--- src/rtl/sequenciador_ativos_pkg.sv ---
// Shared types and helpers for the active-node sequencer.
package sequenciador_ativos_pkg;

    typedef enum logic [2:0] {
        IDLE, SEMEAR, ESPERAR, SELECIONAR, DESATIVAR, PEDIR, RECEBER, FIM
    } estado_t;

    // Width needed to count 0..n inclusive.
    function automatic int largura_contador(input int n);
        return $clog2(n + 1);
    endfunction

    // Base bit of slot i in a flat bus of w-bit fields.
    function automatic int fatia(input int i, input int w);
        return i * w;
    endfunction

endpackage

--- src/rtl/sequenciador_ativos_seletor.sv ---
// seletor_aprovado: combinational lowest-index priority encoder over the approval flags.
module seletor_aprovado #(
    parameter int NUM_NA = 8,
    parameter int IDX_W  = (NUM_NA > 1) ? $clog2(NUM_NA) : 1
) (
    input  logic [NUM_NA-1:0] i_aprovado,
    output logic [IDX_W-1:0]  o_indice,
    output logic              o_valido
);

    always_comb begin
        o_indice = '0;
        o_valido = 1'b0;
        // Scan downwards so the lowest set bit is the last one to win.
        for (int i = NUM_NA - 1; i >= 0; i--) begin
            if (i_aprovado[i]) begin
                o_indice = IDX_W'(i);
                o_valido = 1'b1;
            end
        end
    end

endmodule

--- src/rtl/sequenciador_ativos.sv ---
// Best-first search controller driving the active-node evaluator and neighbour memory.
// Optional expansion counter output enabled by SEQUENCIADOR_ATIVOS_CONTADOR_EN.
module sequenciador_ativos
    import sequenciador_ativos_pkg::*;
#(
    parameter int NUM_NA          = 8,
    parameter int ADR_WIDTH       = 5,
    parameter int DISTANCIA_WIDTH = 5,
    parameter int CUSTO_WIDTH     = 4,
    parameter int ESPERA_MAX      = 4
) (
    input  logic                           clk,
    input  logic                           rst,
    input  logic                           start_in,
    input  logic [ADR_WIDTH-1:0]           origem_in,
    input  logic [ADR_WIDTH-1:0]           destino_in,
    input  logic [NUM_NA-1:0]              aa_aprovado_in,
    input  logic [ADR_WIDTH*NUM_NA-1:0]    aa_endereco_in,
    input  logic [DISTANCIA_WIDTH*NUM_NA-1:0] aa_distancia_in,
    output logic                           viz_req_out,
    output logic [ADR_WIDTH-1:0]           viz_no_out,
    input  logic                           viz_valid_in,
    input  logic [ADR_WIDTH-1:0]           viz_endereco_in,
    input  logic [CUSTO_WIDTH-1:0]         viz_custo_in,
    input  logic                           viz_ultimo_in,
    output logic                           desativar_out,
    output logic                           atualizar_out,
    output logic [ADR_WIDTH-1:0]           endereco_out,
    output logic [ADR_WIDTH-1:0]           anterior_out,
    output logic [CUSTO_WIDTH-1:0]         menor_vizinho_out,
    output logic [DISTANCIA_WIDTH-1:0]     distancia_out,
    output logic                           busy_out,
    output logic                           done_out,
    output logic                           encontrado_out
`ifdef SEQUENCIADOR_ATIVOS_CONTADOR_EN
    ,
    output logic [ADR_WIDTH-1:0]           expansoes_out
`endif
);

    localparam int IDX_W = (NUM_NA > 1) ? $clog2(NUM_NA) : 1;
    localparam int CW    = largura_contador(ESPERA_MAX);
    localparam int DW    = DISTANCIA_WIDTH;

    estado_t                r_estado;
    logic [ADR_WIDTH-1:0]   r_origem, r_destino, r_sel_end;
    logic [DW-1:0]          r_sel_dist;
    logic [CW-1:0]          r_espera;

    logic [IDX_W-1:0]       w_indice;
    logic                   w_valido;
    logic [ADR_WIDTH-1:0]   w_end_sel;
    logic [DW-1:0]          w_dist_sel;
    logic [DW:0]            w_soma;
    logic [CW-1:0]          w_espera_prox;

    seletor_aprovado #(.NUM_NA(NUM_NA), .IDX_W(IDX_W)) u_seletor (
        .i_aprovado (aa_aprovado_in),
        .o_indice   (w_indice),
        .o_valido   (w_valido)
    );

    assign w_end_sel     = aa_endereco_in[fatia(int'(w_indice), ADR_WIDTH) +: ADR_WIDTH];
    assign w_dist_sel    = aa_distancia_in[fatia(int'(w_indice), DW) +: DW];
    // One extra bit so a carry out marks the beat as unreachable.
    assign w_soma        = {1'b0, r_sel_dist} + (DW+1)'(viz_custo_in);
    assign w_espera_prox = r_espera + CW'(1);

`ifdef SEQUENCIADOR_ATIVOS_CONTADOR_EN
    logic [ADR_WIDTH-1:0] r_expansoes;
    assign expansoes_out = r_expansoes;
`endif

    always_ff @(posedge clk) begin
        if (rst) begin
            r_estado          <= IDLE;
            r_origem          <= '0;
            r_destino         <= '0;
            r_sel_end         <= '0;
            r_sel_dist        <= '0;
            r_espera          <= '0;
            viz_req_out       <= 1'b0;
            viz_no_out        <= '0;
            desativar_out     <= 1'b0;
            atualizar_out     <= 1'b0;
            endereco_out      <= '0;
            anterior_out      <= '0;
            menor_vizinho_out <= '0;
            distancia_out     <= '0;
            busy_out          <= 1'b0;
            done_out          <= 1'b0;
            encontrado_out    <= 1'b0;
`ifdef SEQUENCIADOR_ATIVOS_CONTADOR_EN
            r_expansoes       <= '0;
`endif
        end else begin
            desativar_out <= 1'b0;
            atualizar_out <= 1'b0;
            viz_req_out   <= 1'b0;
            done_out      <= 1'b0;
            case (r_estado)
                IDLE: if (start_in) begin
                    r_origem       <= origem_in;
                    r_destino      <= destino_in;
                    encontrado_out <= 1'b0;
                    busy_out       <= 1'b1;
`ifdef SEQUENCIADOR_ATIVOS_CONTADOR_EN
                    r_expansoes    <= '0;
`endif
                    r_estado       <= SEMEAR;
                end
                SEMEAR: begin
                    atualizar_out     <= 1'b1;
                    endereco_out      <= r_origem;
                    anterior_out      <= r_origem;
                    menor_vizinho_out <= '0;
                    distancia_out     <= '0;
                    r_espera          <= '0;
                    r_estado          <= ESPERAR;
                end
                ESPERAR: begin
                    if (|aa_aprovado_in) begin
                        r_estado <= SELECIONAR;
                    end else if (w_espera_prox == CW'(ESPERA_MAX)) begin
                        done_out       <= 1'b1;
                        busy_out       <= 1'b0;
                        encontrado_out <= 1'b0;
                        r_estado       <= FIM;
                    end else begin
                        r_espera <= w_espera_prox;
                    end
                end
                SELECIONAR: begin
                    // Approval may have vanished since ESPERAR; simply wait again.
                    if (!w_valido) begin
                        r_espera <= '0;
                        r_estado <= ESPERAR;
                    end else begin
                        r_sel_end  <= w_end_sel;
                        r_sel_dist <= w_dist_sel;
                        if (w_end_sel == r_destino) begin
                            done_out       <= 1'b1;
                            busy_out       <= 1'b0;
                            encontrado_out <= 1'b1;
                            r_estado       <= FIM;
                        end else begin
`ifdef SEQUENCIADOR_ATIVOS_CONTADOR_EN
                            if (r_expansoes != '1) r_expansoes <= r_expansoes + 1'b1;
`endif
                            r_estado <= DESATIVAR;
                        end
                    end
                end
                DESATIVAR: begin
                    desativar_out <= 1'b1;
                    endereco_out  <= r_sel_end;
                    r_estado      <= PEDIR;
                end
                PEDIR: begin
                    viz_req_out <= 1'b1;
                    viz_no_out  <= r_sel_end;
                    r_estado    <= RECEBER;
                end
                RECEBER: if (viz_valid_in) begin
                    if (!w_soma[DW]) begin
                        atualizar_out     <= 1'b1;
                        endereco_out      <= viz_endereco_in;
                        anterior_out      <= r_sel_end;
                        menor_vizinho_out <= viz_custo_in;
                        distancia_out     <= w_soma[DW-1:0];
                    end
                    if (viz_ultimo_in) begin
                        r_espera <= '0;
                        r_estado <= ESPERAR;
                    end
                end
                FIM:     r_estado <= IDLE;
                default: r_estado <= IDLE;
            endcase
        end
    end

endmodule

--- config.mk ---
export PLATFORM = sky130hd
export DESIGN_NAME = sequenciador_ativos
export DESIGN_NICKNAME = d
export VERILOG_FILES = /design/src/rtl/sequenciador_ativos_pkg.sv /design/src/rtl/sequenciador_ativos_seletor.sv /design/src/rtl/sequenciador_ativos.sv
export SDC_FILE = /design/constraint.sdc
export NUM_CORES = 1
export LEC_CHECK = 0
export CORE_UTILIZATION = 30
export DETAILED_ROUTE_END_ITERATION = 8
export HOLD_SLACK_MARGIN = 0.05
export PLACE_DENSITY_LB_ADDON = 0.08
export SLEW_MARGIN = 40
export SYNTH_ARGS = -nofsm -noshare
export SYNTH_HDL_FRONTEND = slang
export SYNTH_HIERARCHICAL = 1
export SYNTH_SLANG_ARGS = --single-unit
--- constraint.sdc ---
create_clock -name clk -period 3.4 [get_ports clk]
set_input_delay 0.85 -clock clk [delete_from_list [all_inputs] [get_ports clk]]
set_output_delay 0.85 -clock clk [all_outputs]
set_load 0.02 [all_outputs]
[Yosys cells after proc, flatten, opt, wreduce, memory -nomap -nowiden]
Index checks and enable logic that the tools add are counted.
Word-level totals
  register bits after elaboration: 56
  bits in latches: 0
  memory bits (writable): 0
  bits in read-only memories: 0
  input port bits: 112
  output and inout port bits: 30
  word-level logic and storage cells: 117
  memories kept: 0
Cells by class
  add/subtract/negate cells: 2
  multiply operators: 1
  div/mod/pow operators: 0
  $lt $le $gt $ge: 0
  equal/unequal tests: 20
  shift-type cells: 2
  mux-type cells: 62
  bitwise logic cells: 0
  reduce and logical (&&, ||, !) cells: 13
Operators by type and width (count)
  3-bit 2-to-1 mux: 19
  40-bit by 32-bit indexed part select with 5-bit output: 1
  40-bit by 7-bit indexed part select with 5-bit output: 1
  5-bit 2-to-1 mux: 6
  1-bit 2-to-1 mux: 24
  3-bit case mux with 8 select lines: 1
  2-bit != test, second input constant: 10
  5-bit case mux with 2 select lines: 2
  3-bit == test, second input constant: 5
  5-bit case mux with 3 select lines: 1
  3-bit case mux with 4 select lines: 1
  6-bit AND reduction: 2
  4-bit 2-to-1 mux: 2
  4-bit case mux with 2 select lines: 1
  8-bit OR reduction: 1
  5-bit by 4-bit adder with 6-bit output: 1
  3-bit by 2-bit == test with 1-bit output, second input constant: 2
  3-bit by 3-bit multiplier with 6-bit output, second input constant: 1
  1-bit case mux with 3 select lines: 2
  3-bit AND reduction: 2
  3-bit nonzero test: 2
  5-bit == test: 1
  1-bit case mux with 2 select lines: 2
  2-bit AND reduction: 2
  8 further kinds: 8

[Depth between registers and ports, before layout]
  depth in word-level cells: 14
  mapped depth: 11

[Hierarchy]
The synthesis kept the hierarchy.
Modules (own cells, without submodules)
  sequenciador_ativos: times used 1, cells an instance 377, area an instance 3289.4 sq um, sequential area each 1121.1 sq um
  seletor_aprovado: times used 1, cells an instance 13, area an instance 80.1 sq um, sequential area each 0.0 sq um

[Worst setup path after synthesis]
OpenSTA, ideal clock, no wires.
  path kind: input-to-reg
  start point: input port aa_aprovado_in[5]
  end point: register busy_out
  library setup time: 0.123 ns
  arrival: 2.998 ns
  data required time: 3.277 ns
  slack: 0.279 ns
  stages: 9
  cell sequence: nor2_1 o21ai_0 a211oi_1 mux4_1 mux2i_4 xnor2_1 nor4b_4 and3_1 o31ai_1
On the way
  longest elaborated chain between the ends: 11
  elaborated cells between the ends (all ways): 20
RTL lines
  start: declaration: line sequenciador_ativos.sv:17  | input logic [NUM_NA-1:0] aa_aprovado_in,
  3-bit 2-to-1 mux (6 in series): line sequenciador_ativos_seletor.sv:16  | if (i_aprovado[i]) begin
  net w_indice[1]: line sequenciador_ativos.sv:50  | logic [IDX_W-1:0] w_indice;
  3-bit by 3-bit multiplier with 6-bit output: line sequenciador_ativos_pkg.sv:15  | return i * w;
  40-bit by 32-bit indexed part select with 5-bit output: line sequenciador_ativos.sv:63  | assign w_end_sel = aa_endereco_in[fatia(int'(w_indice), ADR_WIDTH) +: ADR_WIDTH];
  5-bit == test: line sequenciador_ativos.sv:141  | if (w_end_sel == r_destino) begin
  2-bit != test (no line)
  6-bit AND reduction (no line)
  end signal: assignment: line sequenciador_ativos.sv:90  | busy_out <= 1'b0;
  end signal: assignment: line sequenciador_ativos.sv:106  | busy_out <= 1'b1;
  end signal: assignment: line sequenciador_ativos.sv:143  | busy_out <= 1'b0;
  end: declaration: line sequenciador_ativos.sv:32  | output logic busy_out,
The timed path passes the listed nets, and every way through them passes these cells.
A chain may end at the register's enable or synchronous reset.

[Worst setup path after layout]
  start point: input port aa_aprovado_in[2]
  end point: register done_out
On the way
  longest elaborated chain between the ends: 9
  elaborated cells between the ends (all ways): 14
RTL lines
  3-bit 2-to-1 mux (3 in series): line sequenciador_ativos_seletor.sv:16
  net w_indice[1]: line sequenciador_ativos.sv:50
  3-bit by 3-bit multiplier with 6-bit output: line sequenciador_ativos_pkg.sv:15
  40-bit by 32-bit indexed part select with 5-bit output: line sequenciador_ativos.sv:63
  5-bit == test: line sequenciador_ativos.sv:141
  1-bit 2-to-1 mux: line sequenciador_ativos.sv:141
  1-bit 2-to-1 mux: line sequenciador_ativos.sv:135  | if (!w_valido) begin
  1-bit case mux with 2 select lines: line sequenciador_ativos.sv:101  | case (r_estado)
  end signal: assignment: line sequenciador_ativos.sv:100  | done_out <= 1'b0;
  end signal: assignment: line sequenciador_ativos.sv:125  | done_out <= 1'b1;
  end signal: assignment: line sequenciador_ativos.sv:142  | done_out <= 1'b1;
  end: declaration: line sequenciador_ativos.sv:33  | output logic done_out,
The timed path passes the listed nets, and every way through them passes these cells.

==> impl_metrics.tcl <==
set metrics [dict create \
    status "finished clean" \
    routed_wl_mm 9.96 \
    start_util 0.309 \
    netSwitchingFraction 0.316 \
    postLayoutCoreUtil 0.469 \
    fin_skew_ps 5.81 \
    grt_pass1_vias 3201 \
    cp_max_fo 5 \
    fin_cells 674 \
    core_region_area_um2 10900 \
    min_period_ps 3190 \
    clkSinkCount 56 \
    path_cells "clkdlybuf4s50_1 -> nor2_1 -> a211oi_4 -> buf_4 -> mux4_2 -> xnor2_1 -> nor4b_4 -> nand4_1 -> a21oi_1" \
    chipWidth_um 108 \
    synth_most_common_cell "dfxtp_1" \
    rsz0062_at_grt "false" \
    cts-root-buf "clkbuf_8" \
    slowest_delay_ps 570 \
    final_max_slew_viol_count 0 \
    grt_overflow 0 \
    synth_edf_count 0 \
    synth_flop_cell "dfxtp_1" \
    ir_worst_vdd_uv 153 \
    register_area_um2 1120 \
    ctsLongestPathBuffers 2 \
    ys_warn_count 6 \
    cp-start-kind "primary input" \
    synthDistinctLibCells 56 \
    post_cts_buffers 0 \
    hpwl_mm 8.12 \
    wl_per_cell_um 14.8 \
    async_flop_share 0 \
    viasPerCell 5.04 \
    rows 38 \
    ys_top_cells_by_count "dfxtp_1, nand2_1, nor2_1, a21oi_1, mux2i_1" \
    die-area_um2 11700 \
    grt_pass1_wl_mm 15.6 \
    cts-buffers-inserted 5 \
    worst_slew_pin_slew_ps 540 \
    pwr-share-clk 0.223 \
    num_antenna_cells 0 \
    drive_above_1_share 0.101 \
    antenna_found_initial 0 \
    finalCritPeriodShare 0.938 \
    die_y_um 108 \
    cts_tree "yes" \
    hold_slack_ps 470 \
    vias 3399 \
    p_seq_frac 0.436 \
    syn_nets 509 \
    critical_path_buf_inv_count 2 \
    avgSynthCellArea_um2 8.64 \
    setup_violations 0 \
    syn_area_um2 3370 \
    nets 652 \
    p_int_w 0.00117 \
    grt.total_usage 0.170 \
    multi_input_area_um2 2130 \
    drt_iter0_markers 111 \
    path_class "primary input to flop" \
    fmax_mhz 314 \
    syn_to_final_growth_pct 51.4 \
    netlist.top_cell.by_area "dfxtp_1" \
    cp.required_ps 3640 \
    cap_violations 0 \
    cp.arrival_ps 3420 \
    hold_viol 0 \
    clkTransAtPathRegs_ps 100 \
    htreeDepth 2 \
    power_density_nw_per_um2 336 \
    grt_max_degree 54 \
    n_fill_cell 1060 \
    synth_seq_cells 56 \
    synth.area.top_cells "dfxtp_1, mux2i_1, mux4_2" \
    p_comb_frac 0.341 \
    syn_inst 390 \
    gp_routability_congestion 0.805 \
    cpMaxStageDelayCell "clkdlybuf4s50_1" \
    hp-class "flop to flop" \
    cts-hold-fix-buffers 0 \
    critical-path-top-delay-family "buffers and inverters" \
    slew_headroom 0.640 \
    p_leak_nw 1.84 \
    switchingPower_w 0.000541 \
    post-place-cells 666 \
    synth_top_cell_area_share 0.333 \
    synth.yosys.seq_area_share 0.333 \
    end_kind "flop" \
    drc 0 \
    ant_nets 0 \
    io_buffers 141 \
    cts_resized 0 \
    pin_count 142 \
    dr.pass1.iters 4 \
    clk_latency_ps 310 \
]
metal layers:
| metal | up-vias | part of all wire | routed length [um] | track usage |
|---|---|---|---|---|
| met5 | - | 0 | 0 | 0 |
| met4 | 0 | 0.0088 | 88 | 0.0391 |
| met3 | 8 | 0.069 | 683 | 0.0319 |
| met2 | 141 | 0.46 | 4580 | 0.283 |
| met1 | 1527 | 0.46 | 4610 | 0.227 |
| li1 | 1723 | - | - | - |
metrics by stage:
stage / total power (W) / setup TNS (ps) / cell area, um2 / worst slack, ps
final: 0.00171 / 0 / 5100 / 212
after CTS: 0.00173 / 0 / 5110 / 92.6
after global routing: 0.00181 / 0 / 5100 / 8.68
after detailed placement: 0.00135 / -944 / 5010 / -198
after global placement: 0.00134 / -480 / 5010 / -124
after floorplan: 0.00108 / 0 / 3370 / 279
registers in the layout, summed over array words and instances (netlist names):
signal and flops:
done_out 1, viz_no_out 5, menor_vizinho_out 4, r_sel_dist 5, viz_req_out 1, busy_out 1, r_destino 5, r_origem 5
atualizar_out 1, encontrado_out 1, r_sel_end 5, distancia_out 5, r_estado 3, r_espera 3, endereco_out 5, desativar_out 1
anterior_out 5
final cells by class:
type                       count  area share
tap                          140      0.0343
clock buffer                   7      0.0169
sequential                    56       0.220
timing repair buffer         162       0.307
clock inverter                 1     0.00147
inverter                       5     0.00368
multi-input combinational    303       0.417
final timing paths:
| check | startpoint | to | slack, ps | cells after the start |
|---|---|---|---|---|
| min | endereco_out[2]$_SDFFE_PP0P_ | endereco_out[2]$_SDFFE_PP0P_ | 470 | 2 |
| max | aa_aprovado_in[2] | done_out$_SDFF_PP0_ | 210 | 9 |
| max reg2reg | r_sel_dist[1]$_SDFFE_PP0P_ | anterior_out[2]$_SDFFE_PP0P_ | 1330 | 7 |
| min reg2reg | endereco_out[2]$_SDFFE_PP0P_ | endereco_out[2]$_SDFFE_PP0P_ | 470 | 2 |
tightest hold or removal path: cells and delay by family, from the launching register on:
kind            cells  cell delay (ps)
compound gates      1               50
flops               1              320
simple gates        1               60
logic make-up after synthesis:
group,synth area share
mux,0.198
buf+inv,0.0397
compound gates,0.159
xor+xnor,0.0208
flops,0.333
fa+ha+maj,0.0282
simple gates,0.221
power by group through the flow:
stage / combinational, W / sequential (W) / clock [W]
after global routing: 0.000638 / 0.000753 / 0.000419
after CTS: 0.000588 / 0.000746 / 0.000394
after detailed placement: 0.000587 / 0.000762 / 0
final: 0.000585 / 0.000747 / 0.000382
after floorplan: 0.000324 / 0.000760 / 0
after global placement: 0.000581 / 0.000762 / 0
placed cells by master, fill, tap and decap left out, types with 3 or more instances in the layout:
master           count
o21ai_0             13
and3_1               3
nor3_1               8
dfxtp_1             56
nor2_1              39
inv_1                4
nand4_1             13
nand3_1             22
clkdlybuf4s50_1    140
a21oi_1             38
ha_1                 6
nor2b_1              4
a21o_1               4
clkbuf_8             6
buf_4               21
mux2i_1             30
nand3b_1             4
a211oi_1             7
xnor2_1              4
a311oi_1             5
xor2_1               4
mux4_2              14
nand2_1             47
(Power assumes the default switching activity.)
